===== src/rtl/hdc_pkg.sv =====
// rtl/hdc_pkg.sv - shared constants and types for the HDC bundling controller
package hdc_pkg;

    localparam int HDC_D  = 64;
    localparam int HDC_W  = 4;
    localparam int HDC_CW = 8;

    typedef enum logic [2:0] {
        IDLE,
        COLLECT,
        DRAIN,
        THRESH,
        DONE
    } state_t;

    typedef logic [HDC_CW-1:0] lane_cnt_t;

endpackage


===== src/rtl/hdc_bundle_acc.sv =====
// rtl/hdc_bundle_acc.sv - per-lane saturating vote counters with majority threshold
//   clk, rst_n : clock, async active-low reset
//   clr_i      : synchronous clear of all counters
//   en_i       : add inc_i to the counters this cycle
//   inc_i      : one increment bit per lane
//   n_i        : job length used as the majority reference
//   maj_o      : strict-majority vector, lane j = (2*cnt[j] > n_i)
module hdc_bundle_acc
    import hdc_pkg::*;
#(
    parameter int D  = HDC_D,
    parameter int CW = HDC_CW
) (
    input  logic          clk,
    input  logic          rst_n,
    input  logic          clr_i,
    input  logic          en_i,
    input  logic [D-1:0]  inc_i,
    input  logic [CW-1:0] n_i,
    output logic [D-1:0]  maj_o
);

    localparam logic [CW-1:0] CNT_ONE = CW'(1);
    localparam logic [CW-1:0] CNT_MAX = '1;

    logic [CW-1:0] cnt_q [D];
    logic [CW-1:0] cnt_d [D];

    always_comb begin
        for (int j = 0; j < D; j++) begin
            cnt_d[j] = cnt_q[j];
            if (clr_i) begin
                cnt_d[j] = '0;
            end else if (en_i && inc_i[j] && (cnt_q[j] != CNT_MAX)) begin
                cnt_d[j] = cnt_q[j] + CNT_ONE;
            end
        end
    end

    always_ff @(posedge clk or negedge rst_n) begin
        if (!rst_n) begin
            for (int j = 0; j < D; j++) begin
                cnt_q[j] <= '0;
            end
        end else begin
            for (int j = 0; j < D; j++) begin
                cnt_q[j] <= cnt_d[j];
            end
        end
    end

    // Compare 2*cnt against N at CW+1 bits so the doubling never overflows;
    // a tie is not a majority.
    always_comb begin
        for (int j = 0; j < D; j++) begin
            maj_o[j] = ({cnt_q[j], 1'b0} > {1'b0, n_i});
        end
    end

endmodule


===== src/rtl/hdc_bundle_ctrl.sv =====
// rtl/hdc_bundle_ctrl.sv - sequences a sample burst through the unary HV datapath and bundles the result
//   clk, rst_n          : clock, async active-low reset
//   start, num_samples  : job request (IDLE only) and its length N
//   busy                : high outside IDLE
//   s_valid/s_ready     : sample input handshake carrying s_sob, s_hog
//   dp_sob, dp_hog      : registered sample driven into the datapath
//   dp_hv               : HV returned by the datapath DP_LAT cycles later
//   hv_valid/hv_ready   : bundled HV output handshake carrying hv_out
module hdc_bundle_ctrl
    import hdc_pkg::*;
#(
    parameter int D      = HDC_D,
    parameter int W      = HDC_W,
    parameter int CW     = HDC_CW,
    parameter int DP_LAT = 1
) (
    input  logic            clk,
    input  logic            rst_n,
    input  logic            start,
    input  logic [CW-1:0]   num_samples,
    output logic            busy,
    input  logic            s_valid,
    output logic            s_ready,
    input  logic [D*W-1:0]  s_sob,
    input  logic [W-1:0]    s_hog,
    output logic [D*W-1:0]  dp_sob,
    output logic [W-1:0]    dp_hog,
    input  logic [D-1:0]    dp_hv,
    output logic            hv_valid,
    input  logic            hv_ready,
    output logic [D-1:0]    hv_out
);

    localparam logic [CW-1:0] CNT_ONE = CW'(1);

    state_t          state_q, state_d;
    logic [CW-1:0]   n_q, n_d;
    logic [CW-1:0]   issued_q, issued_d;
    logic [CW-1:0]   accum_q, accum_d;
    logic [CW-1:0]   issued_inc, accum_inc;
    logic            s_ready_q, s_ready_d;
    logic            hv_valid_q, hv_valid_d;
    logic [D-1:0]    hv_out_q, hv_out_d;
    logic [D*W-1:0]  dp_sob_q, dp_sob_d;
    logic [W-1:0]    dp_hog_q, dp_hog_d;
    // Bit k set means a sample accepted k+1 edges ago is in flight; the tail
    // bit lines up with dp_hv for that sample.
    logic [DP_LAT:0] vpipe_q, vpipe_d;
    logic            accept, acc_en, cnt_clr;
    logic [D-1:0]    maj;

    assign accept     = (state_q == COLLECT) && s_valid && s_ready_q;
    assign acc_en     = vpipe_q[DP_LAT] && ((state_q == COLLECT) || (state_q == DRAIN));
    assign issued_inc = issued_q + CNT_ONE;
    assign accum_inc  = acc_en ? (accum_q + CNT_ONE) : accum_q;
    assign cnt_clr    = (state_q == IDLE) && start && (num_samples != '0);

    hdc_bundle_acc #(
        .D  (D),
        .CW (CW)
    ) u_acc (
        .clk   (clk),
        .rst_n (rst_n),
        .clr_i (cnt_clr),
        .en_i  (acc_en),
        .inc_i (dp_hv),
        .n_i   (n_q),
        .maj_o (maj)
    );

    always_ff @(posedge clk or negedge rst_n) begin
        if (!rst_n) begin
            state_q <= IDLE;
        end else begin
            state_q <= state_d;
        end
    end

    always_comb begin
        state_d = state_q;
        case (state_q)
            IDLE: begin
                if (start) begin
                    state_d = (num_samples != '0) ? COLLECT : DONE;
                end
            end
            COLLECT: begin
                if (issued_q == n_q) begin
                    state_d = DRAIN;
                end
            end
            DRAIN: begin
                if (accum_inc == n_q) begin
                    state_d = THRESH;
                end
            end
            THRESH: state_d = DONE;
            DONE: begin
                if (hv_ready) begin
                    state_d = IDLE;
                end
            end
            default: state_d = IDLE;
        endcase
    end

    always_comb begin
        n_d        = n_q;
        issued_d   = issued_q;
        accum_d    = accum_inc;
        s_ready_d  = s_ready_q;
        hv_valid_d = hv_valid_q;
        hv_out_d   = hv_out_q;
        dp_sob_d   = dp_sob_q;
        dp_hog_d   = dp_hog_q;
        vpipe_d    = vpipe_q << 1;
        vpipe_d[0] = accept;
        case (state_q)
            IDLE: begin
                if (start) begin
                    n_d      = num_samples;
                    issued_d = '0;
                    accum_d  = '0;
                    if (num_samples != '0) begin
                        s_ready_d = 1'b1;
                    end else begin
                        hv_out_d   = '0;
                        hv_valid_d = 1'b1;
                    end
                end
            end
            COLLECT: begin
                if (accept) begin
                    dp_sob_d  = s_sob;
                    dp_hog_d  = s_hog;
                    issued_d  = issued_inc;
                    s_ready_d = (issued_inc != n_q);
                end
            end
            THRESH: begin
                hv_out_d   = maj;
                hv_valid_d = 1'b1;
            end
            DONE: begin
                if (hv_ready) begin
                    hv_valid_d = 1'b0;
                end
            end
            default: ;
        endcase
    end

    always_ff @(posedge clk or negedge rst_n) begin
        if (!rst_n) begin
            n_q        <= '0;
            issued_q   <= '0;
            accum_q    <= '0;
            s_ready_q  <= 1'b0;
            hv_valid_q <= 1'b0;
            hv_out_q   <= '0;
            dp_sob_q   <= '0;
            dp_hog_q   <= '0;
            vpipe_q    <= '0;
        end else begin
            n_q        <= n_d;
            issued_q   <= issued_d;
            accum_q    <= accum_d;
            s_ready_q  <= s_ready_d;
            hv_valid_q <= hv_valid_d;
            hv_out_q   <= hv_out_d;
            dp_sob_q   <= dp_sob_d;
            dp_hog_q   <= dp_hog_d;
            vpipe_q    <= vpipe_d;
        end
    end

    assign busy     = (state_q != IDLE);
    assign s_ready  = s_ready_q;
    assign hv_valid = hv_valid_q;
    assign hv_out   = hv_out_q;
    assign dp_sob   = dp_sob_q;
    assign dp_hog   = dp_hog_q;

endmodule


===== config.mk =====
export PLATFORM = sky130hd
export DESIGN_NAME = hdc_bundle_ctrl
export DESIGN_NICKNAME = d
export VERILOG_FILES = /design/src/rtl/hdc_pkg.sv /design/src/rtl/hdc_bundle_acc.sv /design/src/rtl/hdc_bundle_ctrl.sv
export SDC_FILE = /design/constraint.sdc
export NUM_CORES = 2
export LEC_CHECK = 0
export ABC_AREA = 1
export CAP_MARGIN = 25
export CORE_ASPECT_RATIO = 1.75
export CORE_MARGIN = 8
export CORE_UTILIZATION = 55
export CTS_BUF_LIST = sky130_fd_sc_hd__clkbuf_8
export DETAILED_ROUTE_END_ITERATION = 10
export PLACE_DENSITY = 0.85
export SYNTH_ARGS = -nofsm -noshare
export SYNTH_HDL_FRONTEND = slang
export SYNTH_SLANG_ARGS = --single-unit
export TNS_END_PERCENT = 20

===== constraint.sdc =====
create_clock -name clk -period 3.44 [get_ports clk]
set_clock_uncertainty 0.2 [all_clocks]
set_input_delay 1.032 -clock clk [delete_from_list [all_inputs] [get_ports clk]]
set_output_delay 1.032 -clock clk [all_outputs]
set_load 0.05 [all_outputs]

======== Word-level counts from Yosys, hierarchy flattened ========
Cells that the tools add are included.
word-level totals
  register bits ........................... 867
  bits of input ports ..................... 337
  output and inout port bits .............. 327
  logic and storage cells ................. 644
cells by class
  add/sub/neg operators ................... 66
  order comparisons ....................... 64
  equality and inequality tests ........... 78
  muxes and demuxes ....................... 151
  reduce and logical (&&, ||, !) cells .... 211
operators with widths
  operator               count
  $mux W8                133
  $gt A9 B8 Y1           64
  $add A8 B1 Y8 const B  66
  $ne A8 B8 Y1 const B   64
  $logic_and A1 B1 Y1    133
  $reduce_bool A2 Y1     66
  $mux W64               2
  $pmux W64 S2           1
  $eq A8 B8 Y1           2
  $pmux W8 S2            1
  $mux W3                5
  $pmux W3 S5            1
  $reduce_and A4 Y1      3
  $ne A2 B2 Y1 const B   4
  $ne A8 B8 Y1           1
  $reduce_bool A8 Y1     1
  $eq A3 B2 Y1 const B   2
  $mux W1                6
  $ne A2 B1 Y1 const B   3
  $reduce_and A3 Y1      2
  $reduce_bool A3 Y1     2
  $reduce_and A2 Y1      2
  $eq A3 B1 Y1 const B   1
  $eq A3 B3 Y1 const B   1
  4 further kinds        4

======== Depth between registers and ports, before layout ========
  depth in word-level cells ............... 7
  gate-level depth with buffers ........... 16
  gate-level depth less buffers ........... 15

======== Modules after synthesis ========
Synthesis repeated with hierarchy kept, for this count alone.
unflattened totals
  cells, all modules ...................... 7,361
  area total of the unflattened synthesis .. 55,220.5 µm²
modules (own cells, without submodules)
  module           times used  cells an instance  area an instance (µm²)  seq. area each (µm²)
  hdc_bundle_acc   1           5,851              41,337.1                12,812.3
  hdc_bundle_ctrl  1           1,510              13,883.3                8,883.5

======== Least setup slack after synthesis ========
OpenSTA, ideal clock, no wires.
  kind .................................... reg-to-reg
  start ................................... register n_q[4]
  end ..................................... register hv_out_q[54], in the netlist hv_out[54]
  arrival ................................. 2.760 ns
  setup slack ............................. 0.357 ns
  cell stages (with the launch flop) ...... 10
  buffers on the path ..................... 0
  path through ............................ dfrtp_1 inv_1 ha_1 a21oi_1 o21ai_0 a31o_2 a21oi_1 nor2_1 o21ai_0 nand2_1
between the ends
  longest elaborated chain between the ends .. 2
RTL lines
  item                    RTL line                text
  from (decl)             hdc_bundle_ctrl.sv:37   logic [CW-1:0] n_q, n_d;
  from (signal assigned)  hdc_bundle_ctrl.sv:165  n_q <= n_d;
  $gt A9 B8 Y1            hdc_bundle_acc.sv:56    maj_o[j] = ({cnt_q[j], 1'b0} > {1'b0, n_i});
  $pmux W64 S2            hdc_bundle_ctrl.sv:118  case (state_q)
  to (signal assigned)    hdc_bundle_ctrl.sv:170  hv_out_q <= hv_out_d;
  to (decl)               hdc_bundle_ctrl.sv:43   logic [D-1:0] hv_out_q, hv_out_d;
No other way between the ends.
A chain may end at the register's enable or synchronous reset.

======== Final worst setup path ========
  start ................................... register dp_sob_q[15], in the netlist dp_sob[15]
  end ..................................... output dp_sob[15]
RTL lines
  item                    RTL line                text
  from (decl)             hdc_bundle_ctrl.sv:44   logic [D*W-1:0] dp_sob_q, dp_sob_d;
  from (signal assigned)  hdc_bundle_ctrl.sv:171  dp_sob_q <= dp_sob_d;
  to (decl)               hdc_bundle_ctrl.sv:26   output logic [D*W-1:0] dp_sob,
No word-level cell between the ends.

==> results.yml <==
sta:
  max_freq_ghz: 0.298
  setup_viol: 0
  worst-slew-pin-transition_ns: 0.842
  fin_crit_ns: 3.36
  hold_violations: 0
  rsz0062_at_grt: "false"
  slew_viol_final: 0
  slew_headroom_pct: 43.9
  fin_crit_sh_pct: 97.7
synth:
  ys.flop_type: "dfrtp_1"
  synth_nets: 6698
  syn_avg_cell_area_um2: 8.25
  synth_top_cell_area_share_pct: 45.0
  syn_area_mm2: 0.0482
  synth.distinct_cells: 42
  synth-adder-area-share_pct: 13.3
  synth_edf_count: 0
  synthArstFlopShare_pct: 100
  ys_seq_elements: 867
  ys_warn_count: 0
  synthCells: 5847
  yosysSeqAreaShare_pct: 45.0
  post_synth_xor_area_fraction_pct: 1.45
  yosysTopAreaCell: "dfrtp_1"
  synth_compound_area_share_pct: 11.9
  ys_top_cells_by_area: "dfrtp_1 (45%), ha_1 (13%), nand2_1 (12%)"
  synth-simple-area-share_pct: 23.7
  synth_top_family_by_area: "simple AND/OR/NAND/NOR gates"
  synth_mux_area_share_pct: 0
cts:
  clk_pin_slew_ns: 0.07
  post_cts_buffers: 0
  cts_sinks: 867
  numCtsBuffers: 137
  cts-root-buf: "clkbuf_8"
  clock_latency_ns: 0.85
  clk_path_buf_depth: 3
  cts_max_level: 4
  cts_tree: "done"
status:
  status: "finished, final reports clean"
global_routing:
  overflow: 0
  grt_pass1_wl_um: 262000
  grt_pass1_vias: 47439
  grt_max_degree: 120
  gr-usage-all-layers_pct: 34.6
  antenna_found_initial: 56
final_layout:
  fin_nets: 7477
  design_area_mm2: 0.0602
  fin_util_pct: 69.4
  layout_commonest_cell: "nand2_1"
  area_growth_syn_to_layout_pct: 24.9
  most-common-layout-cells: "nand2_1 (1567), dfrtp_1 (867), clkdlybuf4s50_1 (639)"
  drive_gt1_share_pct: 5.70
routing:
  drt_iter0_drc: 3079
  wl_per_cell_um: 21.5
  routed_wl_um: 171000
  remaining_drc_errors: 0
  vias: 45912
  drtAntennaViolNets: 0
  first_pass_iters: 7
  via_per_inst: 5.78
job:
  drv_cap: 0
critical_path:
  endpoint_kind: "output pin"
  setup.worst_path.start_class: "register"
  crit_slowest_cell: "clkdlybuf4s50_1"
  arrival_ns: 2.13
  crit_chain: "clkdlybuf4s50_1"
  cp.required_ns: 2.21
  crit_buf_inv: 1
  max_stage_delay_ns: 0.88
  cp_max_fo: 2
  cpLargestDelayFamily: "buffers and inverters"
  crit_type: "reg2out"
floorplan:
  start_util_pct: 55.6
  core_area_mm2: 0.0868
  die_h_um: 408
  ios: 664
  fp.dieArea_mm2: 0.0978
  num_rows: 143
  die_w_um: 240
power:
  pwr-share-seq_pct: 30.9
  p_switching_w: 0.0228
  clkPwrFrac_pct: 19.4
  power_density_mw_per_mm2: 797
  p_total_w: 0.0480
  p_leak_nw: 29.7
  internal-power_w: 0.0252
  ir_drop_mv: 0.841
  swShare_pct: 47.5
  pwr-share-comb_pct: 49.8
hold_path:
  worstHoldPathType: "reg2reg"
placement:
  dp_hpwl_um: 126000
  dpl_cell_area_mm2: 0.0573
  portBuffers: 663
  routabilityCongestion: 0.986
==> repair_timing <==
item                                   CTS  global route
endpoints found under the hold margin   28             0
resized for setup                       18             1
hold buffers                             1             0
setup endpoints to repair               18             1
==> power by group through the flow <==
stage	clock (W)	sequential, W	combinational, W
after floorplan	0	0.0204	0.00849
after global placement	0	0.0148	0.0231
after detailed placement	0	0.0149	0.0237
after CTS	0.00943	0.0148	0.0238
after global routing	0.00983	0.0151	0.0257
final	0.00929	0.0148	0.0239
==> worst register-to-register path, cell delays in order, from the launching register on <==
cell	delay, ns
dfrtp_1	0.43
clkinv_2	0.42
buf_4	0.39
buf_4	0.20
ha_1	0.29
nand2_1	0.08
o21ai_0	0.11
nand3_1	0.08
nand2_1	0.07
a21oi_1	0.16
nor2_1	0.06
o21ai_0	0.25
nand2_1	0.08
==> path summary, 6_finish.rpt <==
check	startpoint	end	slack, ns	depth (start not counted)
min in group asynchronous	rst_n	u_acc.cnt_q[61]	0.50	2
max in group asynchronous	rst_n	u_acc.cnt_q[259]	1.57	3
worst min-delay path	vpipe_q[0]	vpipe_q[1]	0.14	0
worst max register to register	n_q[3]	hv_out[50]	0.51	12
worst max-delay path	dp_sob[15]	dp_sob[15]	0.08	1
worst min register to register	vpipe_q[0]	vpipe_q[1]	0.14	0
==> logic make-up (layout without fill, tap and decap cells) <==
kind of cell / after synthesis / after routing
buf+inv: 576 / 1460
other cells: 0 / 51
xor+xnor: 80 / 80
simple gates: 2745 / 2745
compound gates: 1065 / 1065
flops: 867 / 867
fa+ha+maj: 514 / 514
==> cell type report <==
type	instances	area, um^2
fillers	6704	26500
multi-input cells	4404	24400
flip-flops and latches	867	21700
repair buffers	789	8130
clock buffers	169	2330
inverters	427	1630
well taps	1160	1450
clock inverters	75	517
diodes	51	128
==> synth_stat cells (64+ instances only) <==
cell type	count
nand2_1	1568
dfrtp_1	867
a21oi_1	573
ha_1	514
nor2_1	455
inv_1	412
o21ai_0	335
nand3_1	297
nor3_1	273
clkbuf_1	111
nand4_1	87
xor2_1	69
o21a_1	64
==> flip-flops by register name, summed over array words and instances (netlist names) <==
signal / count
n_q: 8
hv_out: 64
state_q: 3
issued_q: 8
u_acc.cnt_q: 512
s_ready: 1
hv_valid: 1
vpipe_q: 2
dp_hog: 4
accum_q: 8
dp_sob: 256
==> stage by stage <==
step           setup TNS (ns)  cells  hold slack (ns)  setup slack, ns
2_1_floorplan               0   5847            0.131            0.357
3_3_place_gp                0   7646            0.135           0.0561
3_5_place_dp          -0.0142   7646            0.135          -0.0142
4_1_cts                     0   7891            0.147          0.00144
5_1_grt                     0   7935            0.157          0.00175
6_report                    0   7942            0.144           0.0799
==> layer usage <==
layer / track usage, % / wire length (um)
met2: 59.6 / 85100
met5: 0 / 36
met4: 24.8 / 13400
met3: 11.4 / 15300
met1: 34.5 / 56800
Note: power is estimated with default switching activity, not from simulation.
